===== config.mk =====
export PLATFORM = sky130hd
export DESIGN_NAME = lfsr_gen
export DESIGN_NICKNAME = d
export VERILOG_FILES = /design/src/rtl/lfsr_gen.sv
export SDC_FILE = /design/constraint.sdc
export NUM_CORES = 1
export LEC_CHECK = 0
export CAP_MARGIN = 20
export CORE_MARGIN = 8
export CORE_UTILIZATION = 54
export DETAILED_ROUTE_END_ITERATION = 8
export HOLD_SLACK_MARGIN = 0.02
export PLACE_DENSITY = 0.87
export SYNTH_ARGS = -nofsm -noshare
export SYNTH_HDL_FRONTEND = slang
export SYNTH_SLANG_ARGS = --single-unit

===== constraint.sdc =====
create_clock -name clk -period 2.6 [get_ports clk]
set_clock_uncertainty 0.05 [all_clocks]
set_input_delay 0.39 -clock clk [delete_from_list [all_inputs] [get_ports clk]]
set_output_delay 0.39 -clock clk [all_outputs]
set_load 0.01 [all_outputs]

===== src/rtl/lfsr_gen.sv =====
// lfsr_gen: parametrised LFSR pseudo-random generator.
//
// Advances STEP single-bit shifts per enabled clock using either a Fibonacci
// (external XOR) or Galois (internal XOR) structure. It tracks the seed
// (reset value or last load) and measures the number of enabled cycles
// the sequence takes to return to that seed.
//
// Parameters:
//   WIDTH  state width (>= 2)
//   TAPS   tap mask, bit i = coefficient of x^(i+1); bit WIDTH-1 must be set
//   MODE   0 = Fibonacci, 1 = Galois
//   STEP   single-bit shifts per enabled cycle (1..WIDTH)
//   SEED   reset state, non-zero
//   CNT_W  width of the cycle counter and the period output
//
// Ports:
//   clk       sole clock, rising edge
//   rst       synchronous active-high reset
//   load      load din as the new state and seed
//   din       load value
//   en        advance STEP shifts this cycle
//   q         current state
//   out_bits  bits shifted out by the last advance, out_bits[0] earliest
//   out_valid out_bits refreshed this cycle (one-cycle pulse)
//   wrap      one-cycle pulse: state returned to the seed
//   period    enabled cycles between the seed and the last wrap
//   zero_fix  one-cycle pulse: a zero load was replaced by SEED
module lfsr_gen #(
    parameter int              WIDTH = 26,
    parameter logic [WIDTH-1:0] TAPS = 26'h2000023,
    parameter int              MODE  = 0,
    parameter int              STEP  = 1,
    parameter logic [WIDTH-1:0] SEED = {{(WIDTH-1){1'b0}}, 1'b1},
    parameter int              CNT_W = 32
) (
    input  logic             clk,
    input  logic             rst,
    input  logic             load,
    input  logic [WIDTH-1:0] din,
    input  logic             en,
    output logic [WIDTH-1:0] q,
    output logic [STEP-1:0]  out_bits,
    output logic             out_valid,
    output logic             wrap,
    output logic [CNT_W-1:0] period,
    output logic             zero_fix
);

    // Configuration sanity: refuse to elaborate a generator that could
    // never run (zero seed locks an XOR LFSR at zero forever).
    if (WIDTH < 2) begin : g_bad_width
        $error("lfsr_gen: WIDTH must be at least 2");
    end
    if (SEED == '0) begin : g_bad_seed
        $error("lfsr_gen: SEED must be non-zero");
    end
    if (STEP < 1 || STEP > WIDTH) begin : g_bad_step
        $error("lfsr_gen: STEP must be in 1..WIDTH");
    end
    if (TAPS[WIDTH-1] != 1'b1) begin : g_bad_taps
        $error("lfsr_gen: TAPS[WIDTH-1] must be 1");
    end
    if (MODE != 0 && MODE != 1) begin : g_bad_mode
        $error("lfsr_gen: MODE must be 0 or 1");
    end

    logic [WIDTH-1:0] q_reg;
    logic [WIDTH-1:0] seed_reg;
    logic [CNT_W-1:0] cnt_reg;
    logic [CNT_W-1:0] period_reg;
    logic [STEP-1:0]  out_bits_reg;
    logic             out_valid_reg;
    logic             wrap_reg;
    logic             zero_fix_reg;

    // Unrolled shift chain: stage[0] is the current state, stage[STEP] the
    // state after all shifts of one enabled cycle.
    logic [WIDTH-1:0] stage [0:STEP];
    logic [STEP-1:0]  shift_bits;

    assign stage[0] = q_reg;

    for (genvar gi = 0; gi < STEP; gi++) begin : g_shift
        if (MODE == 0) begin : g_fib
            assign shift_bits[gi] = stage[gi][WIDTH-1];
            assign stage[gi+1]    = {stage[gi][WIDTH-2:0], ^(stage[gi] & TAPS)};
        end else begin : g_gal
            assign shift_bits[gi] = stage[gi][0];
            assign stage[gi+1]    = (stage[gi] >> 1) ^ (stage[gi][0] ? TAPS : '0);
        end
    end

    logic [WIDTH-1:0] q_next;
    logic [CNT_W-1:0] cnt_inc;
    logic             hit_seed;
    logic             din_zero;

    assign q_next   = stage[STEP];
    // Counter saturates rather than wrapping so an over-long period reads
    // as all-ones instead of a misleading small number.
    assign cnt_inc  = (cnt_reg == {CNT_W{1'b1}}) ? cnt_reg : cnt_reg + 1'b1;
    assign hit_seed = (q_next == seed_reg);
    assign din_zero = (din == '0);

    always_ff @(posedge clk) begin
        if (rst) begin
            q_reg         <= SEED;
            seed_reg      <= SEED;
            cnt_reg       <= '0;
            period_reg    <= '0;
            out_bits_reg  <= '0;
            out_valid_reg <= 1'b0;
            wrap_reg      <= 1'b0;
            zero_fix_reg  <= 1'b0;
        end else if (load) begin
            // A zero load would lock the generator, so substitute SEED.
            q_reg         <= din_zero ? SEED : din;
            seed_reg      <= din_zero ? SEED : din;
            cnt_reg       <= '0;
            out_valid_reg <= 1'b0;
            wrap_reg      <= 1'b0;
            zero_fix_reg  <= din_zero;
        end else if (en) begin
            q_reg         <= q_next;
            out_bits_reg  <= shift_bits;
            out_valid_reg <= 1'b1;
            zero_fix_reg  <= 1'b0;
            if (hit_seed) begin
                wrap_reg   <= 1'b1;
                period_reg <= cnt_inc;
                cnt_reg    <= '0;
            end else begin
                wrap_reg   <= 1'b0;
                cnt_reg    <= cnt_inc;
            end
        end else begin
            out_valid_reg <= 1'b0;
            wrap_reg      <= 1'b0;
            zero_fix_reg  <= 1'b0;
        end
    end

    assign q         = q_reg;
    assign out_bits  = out_bits_reg;
    assign out_valid = out_valid_reg;
    assign wrap      = wrap_reg;
    assign period    = period_reg;
    assign zero_fix  = zero_fix_reg;

endmodule

==> metrics, run 1 <==
status complete, no violations; slowest stage delay, CP 0.46 ns; Via density 6.06; placer congestion estimate 0.943; maxcap violations 0; nets 770; Crit path max-delay family XOR/XNOR gates; met3 Use GR 7.37%; Worst path slowest cell dfxtp_1; met2 usage 38.5%; total stage count of the critical path 7; crit path kind flop to flop; FF-to-FF path depth 7; ANT nets after route 0; cell taking the most area after synthesis dfxtp_1; antenna cells 0; die height 120 um; VDD IR-drop max 0.000365 V; clk buf depth 2; Post-CTS Hold Buffers 0; gr usage total 22.3%; CP Cell Sequence xnor3_1 -> xnor2_1 -> and4_4 -> and3_2 -> buf_12 -> nor2_1 -> a211oi_1; CP max FO 37; Min Clock Period, post-route 2.46 ns; initial antenna violation count 0; Final Hold Fails 0; Post-DP HPWL 11100 um; via count 5402; Seq/Total Area, Yosys 41.0%; CP Data Required Time 2.97 ns; Setup Total Neg Slack 0 ns; leak pwr 2.76 nW; Fin Hold WS 0.0910 ns; Cell Area, Synth 5860 sq um; Syn-to-layout area delta 27.4%; Die Wd 120 um; Buf/Inv on CP 1; Post-synth top flop dfxtp_1; most common cell after layout, fill and taps aside dfxtp_1; Synth area leaders dfxtp_1 41%, mux2i_1 7.0%, nor2_1 6.5%; CTS tree done; Pre-antenna DRT Iters 5; EDFF count, synth 0; Max Clk Rate 406 MHz; drt initial violations 329; most frequent cells in the layout 120 x dfxtp_1, 102 x nor2_1, 88 x clkdlybuf4s50_1; largest net degree at the start of global routing 65; wire length per cell 18.3 um; share of cells above drive strength 1 9.18%; die footprint 14400 sq um; RSZ-0062 raised after global routing false; Max-slew headroom 53.4%; CTS Sinks 120; critical path arrival 2.83 ns; gr ovfl total 0; number of global-route vias before repair 5400; Min-Delay Path Class input pin to flop; CTS resizes 0; Initial Util 54.8%; Core Area 10700 sq um; Pwr per Cell Area 649 nW/um^2; synth unique cells 59; Async SR Flop Fraction 0%; Setup crit start kind flop; busiest grt layer met2; syn nets 694; first-pass GRT wire length 26100 um; I/O pins 92; met1 Use GR 24.1%; Syn Area/Cell 8.84 sq um; Slew @ Worst Pin 0.699 ns; Clock transition at path regs 0.06 ns; port bufs 91; yosys warns 0; CTS H-tree depth 4; final setup fails 0; post-synth top area share 41.0%; R2R setup slack 0.14 ns; fin crit share 94.7%; Clock Tree Root clkbuf_8; # fillers 813; DRC 0; routed wire length 16300 um; standard-cell rows 38; Mapped Cells 663; Setup crit end kind flop; Worst-Skew Late Latency 0.52 ns; TritonCTS Buffers 17; Post-CTS Setup Repair Bufs 0; worst hold path depth 2; Synth Register Bits 120; Slew Limit Fails 0
[worst paths after layout]
kind                          startpoint                        to
setup reg to reg       q[5]$_SDFFE_PP0P_   period[20]$_SDFFE_PP0P_
hold / removal                      load  cnt_reg[12]$_SDFFE_PP0P_
setup / recovery       q[5]$_SDFFE_PP0P_   period[20]$_SDFFE_PP0P_
hold reg to reg   period[9]$_SDFFE_PP0P_    period[9]$_SDFFE_PP0P_
[layer usage]
layer	vias up	share of wire (%)
met2	256	49
met4	0	3.6
met3	59	8.3
met1	2537	39
li1	2550	-
met5	-	0
[where the power goes]
part	leakage, nW	internal (mW)	switching [mW]
registers	0.977	1.89	0.0523
clock network	0.315	1.68	0.817
logic	1.47	0.191	0.217
total	2.76	3.76	1.09
[synthesized netlist by cell type, types with 14 or more instances]
cell	count
nand2_1	33
nand4_1	14
a22o_1	36
clkbuf_1	24
a211oi_1	23
o21ai_0	22
xnor2_1	25
nor2_1	102
xor2_1	28
nor4_1	16
dfxtp_1	120
mux2i_1	41
nand3_1	18
a21oi_1	35
nor3_1	14
[cells by family (layout without fill, tap and decap cells)]
family          count (synthesis)  count (layout)  synth area share (%)
xor+xnor                       54              54                  8.31
mux                            41              41                  7.00
simple gates                  246             246                  21.1
compound gates                148             148                  18.1
buf+inv                        53             142                  4.25
fa+ha+maj                       1               1                 0.214
flops                         120             120                  41.0
[layout make-up]
type | instances | area, sq um | share of cell area [%]
Timing Repair Buffer | 105 | 1030 | 13.7
Sequential cell | 120 | 2400 | 32.2
Multi-Input combinational cell | 490 | 3210 | 43.0
Inverter | 5 | 18.8 | 0.251
Clock inverter | 8 | 140 | 1.88
Clock buffer | 24 | 490 | 6.57
Tap cell | 140 | 175 | 2.35
[metrics by stage]
step	total power, mW	util, %	cell area [sq um]	worst slack (ns)	cells
5_1_grt	4.98	69.8	7470	0.0268	892
3_3_place_gp	2.36	63.9	6840	0.260	860
2_1_floorplan	2.20	-	5860	0.360	663
3_5_place_dp	2.38	63.9	6840	0.194	860
4_1_cts	4.85	69.8	7470	0.145	892
6_report	4.85	69.8	7470	0.138	892
Power figures use the tool's default switching activity.
==> run 2: changes to the inputs <==
--- a/config.mk
+++ b/config.mk
@@ -5,7 +5,7 @@
 export SDC_FILE = /design/constraint.sdc
 export NUM_CORES = 1
 export LEC_CHECK = 0
-export CAP_MARGIN = 20
+export CAP_MARGIN = 30
 export CORE_MARGIN = 8
 export CORE_UTILIZATION = 54
 export DETAILED_ROUTE_END_ITERATION = 8
==> results of run 2 <==
No change in the layout: final DEF, timing and power equal those of run 1.
==> run 3: changes to the inputs <==
--- a/config.mk
+++ b/config.mk
@@ -7,10 +7,12 @@
 export LEC_CHECK = 0
 export CAP_MARGIN = 30
 export CORE_MARGIN = 8
-export CORE_UTILIZATION = 54
+export CORE_UTILIZATION = 62
 export DETAILED_ROUTE_END_ITERATION = 8
+export DONT_BUFFER_PORTS = 1
 export HOLD_SLACK_MARGIN = 0.02
-export PLACE_DENSITY = 0.87
+export PLACE_DENSITY = 0.85
+export SKIP_LAST_GASP = 1
 export SYNTH_ARGS = -nofsm -noshare
 export SYNTH_HDL_FRONTEND = slang
 export SYNTH_SLANG_ARGS = --single-unit
==> run 3 against run 2 <==
Highest routed layer unchanged. Combinational power fell by 11%. Sequential share of layout area rose by 2.3 points. Design area fell by 6.6%. Fmax fell by 1.2%. Register-to-register slack got worse by 0.03 ns. Wire length rose by 9.1%. Die area fell by 11%. First-iteration DRC count rose by 25%. Setup slack got worse by 0.030 ns. Count of clock-buffer cells in the layout fell by 7. Clock power barely moved.
==> metrics, run 3 (same netlist as run 1, synthesis figures left out) <==
Reg-to-Reg End cnt_reg[8]$_SDFFE_PP0P_; critical path arrival 2.86 ns (+0.03 ns); final setup fails 0 (unchanged); via count 5409 (+0.13%); Die Wd 113 um (-5.8%); Slew Limit Fails 0 (unchanged); Via density 6.66 (+10%); Pwr per Cell Area 694 nW/um^2 (+6.9%); gr usage total 28.0% (+5.7 points); pre-CTS setup slack 0.142 ns (-0.0519 ns); crit path kind flop to flop; share of cells above drive strength 1 11.0% (+1.8 points); status complete, no violations; Setup crit end kind flop; fin crit share 95.8% (+1.1 points); Max-slew headroom 42.4% (-11 points); antenna cells 0 (unchanged); R2R setup slack 0.11 ns (-0.03 ns); nets 719 (-6.6%); Clock transition at path regs 0.07 ns (about the same); Setup Total Neg Slack 0 ns (unchanged); die height 113 um (-5.8%); Setup crit start kind flop; slowest stage delay, CP 0.46 ns (about the same); die footprint 12800 sq um (-11%); Post-DP HPWL 10500 um (-5.8%); gr ovfl total 0 (unchanged); I/O pins 92 (unchanged); Worst-Skew Late Latency 0.53 ns (about the same); largest net degree at the start of global routing 67 (+3.1%); Syn-to-layout area delta 19.1%; number of global-route vias before repair 5418 (+0.33%); CP Data Required Time 2.96 ns (about the same); maxcap violations 0 (unchanged); drt initial violations 410 (+25%); initial antenna violation count 0 (unchanged); Setup WS post-layout 0.108 ns (-0.0296 ns); Core Area 9200 sq um (-14%); Fin Hold WS 0.0464 ns (-0.0446 ns); FF-to-FF path depth 8 (+1); leak pwr 2.60 nW (-6.0%); routed wire length 17800 um (+9.1%); Min-Delay Endpoint q[3]$_SDFFE_PP0P_; VDD IR-drop max 0.000496 V (+36%); clk buf depth 2 (unchanged); Min Clock Period, post-route 2.49 ns (+0.0296 ns); TritonCTS Buffers 17 (unchanged); Crit path max-delay family simple AND/OR/NAND/NOR gates; Initial Util 63.7% (+8.9 points); CP Cell Sequence buf_4 -> xor2_1 -> nor4_2 -> nand4_1 -> o21ai_2 -> buf_4 -> o21ai_0 -> a22o_1; wire length per cell 21.9 um (+20%); CTS H-tree depth 4 (unchanged); Buf/Inv on CP 2 (+1); first-pass GRT wire length 28600 um (+9.8%); worst hold path depth 3 (+1); CP max FO 23 (-38%); crit-path most repeated cell buf_4; Tot Pwr 4.84 mW (-0.14%); Worst path slowest cell nor4_2; CTS Sinks 120 (unchanged); most common cell after layout, fill and taps aside dfxtp_1; most frequent cells in the layout 120 x dfxtp_1, 102 x nor2_1, 41 x mux2i_1; # fillers 589 (-28%); Min-Delay Path Class input pin to flop; RR Startpoint q[1]$_SDFFE_PP0P_; port bufs 0 (-100%); standard-cell rows 35 (-7.9%); Slew @ Worst Pin 0.865 ns (+0.166 ns); placer congestion estimate 0.877 (-6.9%); fin util 75.9% (+6.1 points); CTS tree done; Pre-antenna DRT Iters 5 (unchanged); DRC 0 (unchanged); ANT nets after route 0 (unchanged); Final Hold Fails 0 (unchanged); Max Clk Rate 401 MHz (-1.2%); hold_sp load; Clock Tree Root clkbuf_8
## run 3: power breakdown
part / switching [mW] / internal [mW] / total (mW)
Clock: 0.937 / 1.58 / 2.52
Sequential: 0.0714 / 1.89 / 1.96
Combinational: 0.196 / 0.166 / 0.363
Total: 1.20 / 3.64 / 4.84
## run 3: worst max-delay path by stage
| stage | start | end | slack (ns) | depth (start not counted) |
|---|---|---|---|---|
| detailed placement | q[1]$_SDFFE_PP0P_ | period[6]$_SDFFE_PP0P_ | 0.14 | 8 |
| floorplan | cnt_reg[0]$_SDFFE_PP0P_ | cnt_reg[21]$_SDFFE_PP0P_ | 0.36 | 9 |
| global placement | q[3]$_SDFFE_PP0P_ | cnt_reg[6]$_SDFFE_PP0P_ | 0.12 | 6 |
| global route | cnt_reg[0]$_SDFFE_PP0P_ | period[7]$_SDFFE_PP0P_ | -0.009 | 8 |
| CTS | q[1]$_SDFFE_PP0P_ | cnt_reg[8]$_SDFFE_PP0P_ | 0.008 | 8 |
| finish | q[1]$_SDFFE_PP0P_ | cnt_reg[8]$_SDFFE_PP0P_ | 0.11 | 8 |
## run 3: per-stage QoR
step	cells	cell area [sq um]
finish	812	6980
global route	812	6980
CTS	808	6910
detailed placement	740	5900
global placement	739	5880
floorplan	663	5860
## run 3: final cells by class
class                   count  area (sq um)  area share, %
multi-input cells         490          3250           46.5
flip-flops and latches    120          2400           34.4
repair buffers             54           543           7.78
clock buffers              17           414           5.94
clock inverters            15           214           3.07
well taps                 111           139           1.99
inverters                   5          18.8          0.269
## run 3: routing by layer
layer  wire, um  track usage [%]
met5          0                0
met4        772             15.5
met3       2010             10.5
met2       8600             46.3
met1       6410             30.2
## run 3: worst reg2reg max path, stage by stage (launching register included)
cell and delay, ns:
dfxtp_1 0.33, buf_4 0.17, xor2_1 0.22, nor4_2 0.46
nand4_1 0.21, o21ai_2 0.19, buf_4 0.28, o21ai_0 0.17
a22o_1 0.29
## run 3: timing repair
action / 4_1_cts / 5_1_grt
buffers inserted: 0 / 2
resized for setup: 0 / 5
setup endpoints to repair: 0 / 46
hold buffers: 36 / 1
hold endpoints to repair: 88 / 1
